[src/rtl/dice_game_pkg.sv]
// Shared types and constants for the dice_game craps controller:
// FSM state encoding, die/sum widths, craps rule constants and the
// 7-segment decode table used by the top level.
package dice_game_pkg;

    localparam int unsigned DIE_W = 3;
    localparam int unsigned SUM_W = 4;

    typedef enum logic [1:0] {
        IDLE,
        POINT,
        WON,
        LOST
    } state_t;

    // Natural wins on the come-out roll
    localparam logic [SUM_W-1:0] NAT_SEVEN    = 4'd7;
    localparam logic [SUM_W-1:0] NAT_ELEVEN   = 4'd11;

    // Craps (loss) on the come-out roll
    localparam logic [SUM_W-1:0] CRAPS_TWO    = 4'd2;
    localparam logic [SUM_W-1:0] CRAPS_THREE  = 4'd3;
    localparam logic [SUM_W-1:0] CRAPS_TWELVE = 4'd12;

    // Segment patterns, bit order {g,f,e,d,c,b,a}, active high
    localparam logic [6:0] SEG_BLANK = 7'h00;
    localparam logic [6:0] SEG_ONE   = 7'h06;
    localparam logic [6:0] SEG_TWO   = 7'h5B;
    localparam logic [6:0] SEG_THREE = 7'h4F;
    localparam logic [6:0] SEG_FOUR  = 7'h66;
    localparam logic [6:0] SEG_FIVE  = 7'h6D;
    localparam logic [6:0] SEG_SIX   = 7'h7D;

    // Die value to active-high segment pattern; 0 and 7 are blank
    function automatic logic [6:0] seg_decode(input logic [DIE_W-1:0] value);
        logic [6:0] pattern;
        case (value)
            3'd1:    pattern = SEG_ONE;
            3'd2:    pattern = SEG_TWO;
            3'd3:    pattern = SEG_THREE;
            3'd4:    pattern = SEG_FOUR;
            3'd5:    pattern = SEG_FIVE;
            3'd6:    pattern = SEG_SIX;
            default: pattern = SEG_BLANK;
        endcase
        return pattern;
    endfunction

endpackage

[src/rtl/dice_counters.sv]
// Cascaded free-running die counters. c1 cycles 1..6 every clock; c2
// steps once each time c1 wraps from 6, so together they walk all 36
// die combinations. Both sit at 1 while rst is high.
module dice_counters
    import dice_game_pkg::*;
(
    input  logic             clk,
    input  logic             rst,
    output logic [DIE_W-1:0] c1,
    output logic [DIE_W-1:0] c2
);

    // Advance c1 every cycle and carry into c2 on c1 wrap
    always_ff @(posedge clk) begin
        if (rst) begin
            c1 <= 3'd1;
            c2 <= 3'd1;
        end else begin
            c1 <= (c1 == 3'd6) ? 3'd1 : c1 + 3'd1;
            if (c1 == 3'd6) begin
                c2 <= (c2 == 3'd6) ? 3'd1 : c2 + 3'd1;
            end
        end
    end

endmodule

[src/rtl/dice_game.sv]
// Two-dice craps game controller. On each rising edge of starting_roll the
// current counter values are latched as the dice, summed, and judged by the
// craps rules; win/lose are sticky until rst.
// Optional macro DICE_GAME_ROLL_SYNC_EN adds a 2-flop synchronizer on
// starting_roll ahead of the edge detector (rolls land 2 edges later).
module dice_game
    import dice_game_pkg::*;
#(
    parameter logic SEG_ACTIVE_LOW = 1'b0
) (
    input  logic             clk,
    input  logic             rst,
    input  logic             starting_roll,
    output logic [DIE_W-1:0] dice1_out,
    output logic [DIE_W-1:0] dice2_out,
    output logic [6:0]       segdisp_1,
    output logic [6:0]       segdisp_2,
    output logic             win,
    output logic             lose
);

    logic [DIE_W-1:0] c1;
    logic [DIE_W-1:0] c2;
    logic             roll_src;
    logic             starting_roll_q;
    logic             roll;
    logic [SUM_W-1:0] sum;
    logic [SUM_W-1:0] point;
    state_t           state;

    dice_counters u_counters (
        .clk (clk),
        .rst (rst),
        .c1  (c1),
        .c2  (c2)
    );

`ifdef DICE_GAME_ROLL_SYNC_EN
    logic sync_q1;
    logic sync_q2;

    // Two-flop synchronizer for the asynchronous pushbutton input
    always_ff @(posedge clk) begin
        if (rst) begin
            sync_q1 <= 1'b0;
            sync_q2 <= 1'b0;
        end else begin
            sync_q1 <= starting_roll;
            sync_q2 <= sync_q1;
        end
    end

    assign roll_src = sync_q2;
`else
    assign roll_src = starting_roll;
`endif

    // Previous-value register for rising-edge detection of the roll request
    always_ff @(posedge clk) begin
        if (rst) begin
            starting_roll_q <= 1'b0;
        end else begin
            starting_roll_q <= roll_src;
        end
    end

    assign roll = roll_src & ~starting_roll_q;
    assign sum  = SUM_W'(c1) + SUM_W'(c2);

    // Game FSM: latch dice and judge the sum on each roll edge
    always_ff @(posedge clk) begin
        if (rst) begin
            state     <= IDLE;
            point     <= '0;
            dice1_out <= '0;
            dice2_out <= '0;
            win       <= 1'b0;
            lose      <= 1'b0;
        end else if (roll) begin
            case (state)
                IDLE: begin
                    dice1_out <= c1;
                    dice2_out <= c2;
                    if (sum == NAT_SEVEN || sum == NAT_ELEVEN) begin
                        state <= WON;
                        win   <= 1'b1;
                    end else if (sum == CRAPS_TWO || sum == CRAPS_THREE ||
                                 sum == CRAPS_TWELVE) begin
                        state <= LOST;
                        lose  <= 1'b1;
                    end else begin
                        point <= sum;
                        state <= POINT;
                    end
                end
                POINT: begin
                    dice1_out <= c1;
                    dice2_out <= c2;
                    if (sum == point) begin
                        state <= WON;
                        win   <= 1'b1;
                    end else if (sum == NAT_SEVEN) begin
                        state <= LOST;
                        lose  <= 1'b1;
                    end
                end
                default: begin
                    // WON / LOST are terminal until rst
                end
            endcase
        end
    end

    assign segdisp_1 = seg_decode(dice1_out) ^ {7{SEG_ACTIVE_LOW}};
    assign segdisp_2 = seg_decode(dice2_out) ^ {7{SEG_ACTIVE_LOW}};

endmodule

[config.mk]
export PLATFORM = sky130hd
export DESIGN_NAME = dice_game
export DESIGN_NICKNAME = d
export VERILOG_FILES = /design/src/rtl/dice_game_pkg.sv /design/src/rtl/dice_counters.sv /design/src/rtl/dice_game.sv
export SDC_FILE = /design/constraint.sdc
export NUM_CORES = 1
export LEC_CHECK = 0
export CAP_MARGIN = 15
export CORE_AREA = 2 2 54 56
export CTS_CLUSTER_SIZE = 40
export DETAILED_ROUTE_END_ITERATION = 8
export DIE_AREA = 0 0 56 58
export GPL_ROUTABILITY_DRIVEN = 0
export HOLD_SLACK_MARGIN = 0.05
export PLACE_DENSITY_LB_ADDON = 0.12
export SLEW_MARGIN = 25
export SYNTH_ARGS = -nofsm -noshare
export SYNTH_HDL_FRONTEND = slang
export SYNTH_SLANG_ARGS = --single-unit
[constraint.sdc]
create_clock -name clk -period 2.35 [get_ports clk]
set_input_delay 0.235 -clock clk [delete_from_list [all_inputs] [get_ports clk]]
set_output_delay 0.235 -clock clk [all_outputs]
set_load 0.05 [all_outputs]
==> results.ini <==
[timing]
slew-limit-headroom = 0.660
hold_viol = 0
fmax_mhz = 457
whs_ns = 0.458
slew_viol_final = 0
worst_pin_slew_ns = 0.508
setup_viol = 0
setup_tns_ns = 0
fin_worst_skew_ns = 0.00217
min_period_over_period = 0.931
min_period_ns = 2.19

[synth]
synth_edf_count = 0
synth_largest_area_cell = dfxtp_1
ys_ff_latch = 21
synth_common_cells = dfxtp_1, nand2_1, a21oi_1
ys.flop_type = dfxtp_1
synthesis.area_sq_um = 1250
synthTopCellsByArea = dfxtp_1, a21oi_1, nand2_1, ha_1, xnor2_1
yosys.cell_types.count = 44
yosysWarnings = 0
yosysSeqAreaShare = 0.336
ys_async_sr_fraction = 0
syn_inst = 150
synth_most_common_cell = dfxtp_1
syn-num-nets = 159
synth_top_area_frac = 0.336
syn_avg_cell_area_sq_um = 8.34

[cts]
cts_max_level = 1
postCtsHoldBufs = 0
cts_buffers = 3
root_buffer = clkbuf_4
cts_sinks = 21
postCtsSetupBuffers = 0
clkLatencyLatePin_ns = 0.31
clockBufferDepth = 2
cts_resized = 0
cts.clk_slew.worst_paths_ns = 0.12
cts_tree = yes

[cells_and_area]
drive_above_1_share = 0.110
seq_area_sq_um = 420
instances_no_fill = 203
area_growth_pct = 25.6
nets = 182
fill_cells = 252
antenna_cells = 0
multi_input_area_sq_um = 790

[worst_setup_path]
rr_endpoint = point[2]$_SDFFE_PP0P_
crit_type = register to register
end_kind = register
worstSetupStartpointType = register
worstSetupStartpoint = u_counters.c1[0]$_SDFF_PP1_
slowest_delay_ns = 0.42
crit_chain = ha_1 > fa_2 > xor2_2 > a221oi_2 > o21a_2 > nor3_2 > a311oi_1
path_buf_inv = 0
critPathSlowestCell = fa_2
reg2reg_from = u_counters.c1[0]$_SDFF_PP1_
cp_top_family = adder cells
critical_path.endpoint = point[2]$_SDFFE_PP0P_
cp_num_cells = 7
critPathRequiredTime_ns = 2.54
crit_fanout = 5
reg2reg_depth = 7
cp_data_arrival_time_ns = 2.38
rrSetupSlack_ns = 0.16

[die]
die_x_microns = 56
initial_core_util = 0.470
die_area_sq_um = 3250
ios = 25
rows = 19
die_h_microns = 58
core_area_sq_um = 2660

[min_path]
whs_path_depth = 1
hp-start = u_counters.c1[0]$_SDFF_PP1_
min_path_type = register to register

[pwr]
p_int_mw = 0.620
seq_power_share = 0.414
combPwrFrac = 0.412
power_switching_mw = 0.406
clkPwrFrac = 0.174
sw_frac_of_total = 0.396
powerDensity_nw_per_um2 = 653
power.leakage_nw = 0.590
peakVddDrop_v = 0.000427
power_mw = 1.03

[placement]
dpl.hpwl_mm = 2.06
placed_cells = 199
io_buffer_count = 24

[global_routing]
grt_pass1_wl_mm = 4.92
first_global_vias = 1139
grt.total_usage = 0.191
gr-total-overflow = 0
grt_max_degree = 12
antenna_found_initial = 0

[drt]
drt_iter0_drc = 17
avgRoutedWirePerCell_microns = 13.3
wirelength_mm = 2.71
vias = 1144
vias_per_cell = 5.64
drc = 0
ant_nets = 0
firstDrtPassIters = 4

[job]
cap_violations = 0

[status]
status = complete, no violations

==> layer usage <==
metal,part of all wire,routed length (microns),vias to the layer above,global-route usage
li1,-,-,573,-
met1,0.46,1240,538,0.244
met2,0.47,1280,26,0.311
met3,0.044,119,7,0.0246
met4,0.025,69,0,0.116
met5,0,0,-,0
==> kinds of logic after synthesis <==
logic type                 Yosys count  synth area share
muxes                                1           0.00800
buffers and inverters               16            0.0620
DFF                                 21             0.336
and+or+nand+nor                     52             0.202
AOI/OAI and AO/OA                   45             0.251
xor gates and xnor gates             9            0.0750
adders and majority gates            6            0.0660
==> per-stage QoR <==
step,area [sq um],util,setup slack (ns)
finish,1570,0.590,0.162
global route,1570,0.590,-0.00658
CTS,1550,0.582,0.0871
detailed placement,1520,0.572,0.104
global placement,1520,0.572,0.122
floorplan,1270,-,0.0521
==> layout by cell type, fill, tap and decap left out, types with 2 or more instances in the layout <==
cell type	instances
a21boi_0	3
nor4_1	2
a311o_1	2
nand2_1	19
nor2b_1	5
and3_1	2
clkdlybuf4s50_1	24
o21ai_0	4
buf_4	5
clkbuf_4	3
o21a_1	4
xnor2_1	3
a21oi_1	16
nor2_1	11
dfxtp_1	21
a311oi_1	3
nand3_1	7
ha_1	5
xnor2_2	2
nor3_2	2
xor2_1	2
inv_1	5
==> area by class of cell <==
class	count	area share
Tap cell	31	0.0247
Inverter	5	0.0119
Timing Repair Buffer	29	0.177
Sequential cell	21	0.268
Clock buffer	4	0.0167
Multi-Input combinational cell	113	0.502
==> worst register-to-register path, delay by kind of cell (launching register included) <==
kind                       cells  cell delay (ns)
AOI/OAI and AO/OA              3             0.50
xor gates and xnor gates       1             0.28
adders and majority gates      2             0.67
DFF                            1             0.37
and+or+nand+nor                1             0.25
==> power by group through the flow <==
stage                     clock network, mW  registers (mW)  logic, mW
final                                 0.179           0.424      0.423
after global routing                  0.200           0.431      0.463
after CTS                             0.185           0.424      0.411
after detailed placement                  0           0.433      0.409
after global placement                    0           0.432      0.405
after floorplan                           0           0.452      0.289
==> flip-flops by register name, indices dropped and copies added, names as in the netlist <==
register / count
u_counters.c2: 3
win: 1
lose: 1
state: 2
u_counters.c1: 3
dice2_out: 3
dice1_out: 3
point: 4
starting_roll_q: 1
==> how the worst min path moves through the flow <==
stage,endpoint
2_1_floorplan,starting_roll_q$_SDFF_PP0_
3_3_place_gp,u_counters.c1[0]$_SDFF_PP1_
3_5_place_dp,u_counters.c1[0]$_SDFF_PP1_
4_1_cts,u_counters.c1[0]$_SDFF_PP1_
5_1_grt,u_counters.c1[0]$_SDFF_PP1_
6_report,u_counters.c1[0]$_SDFF_PP1_
No activity file was read; power rests on OpenSTA's default activity.
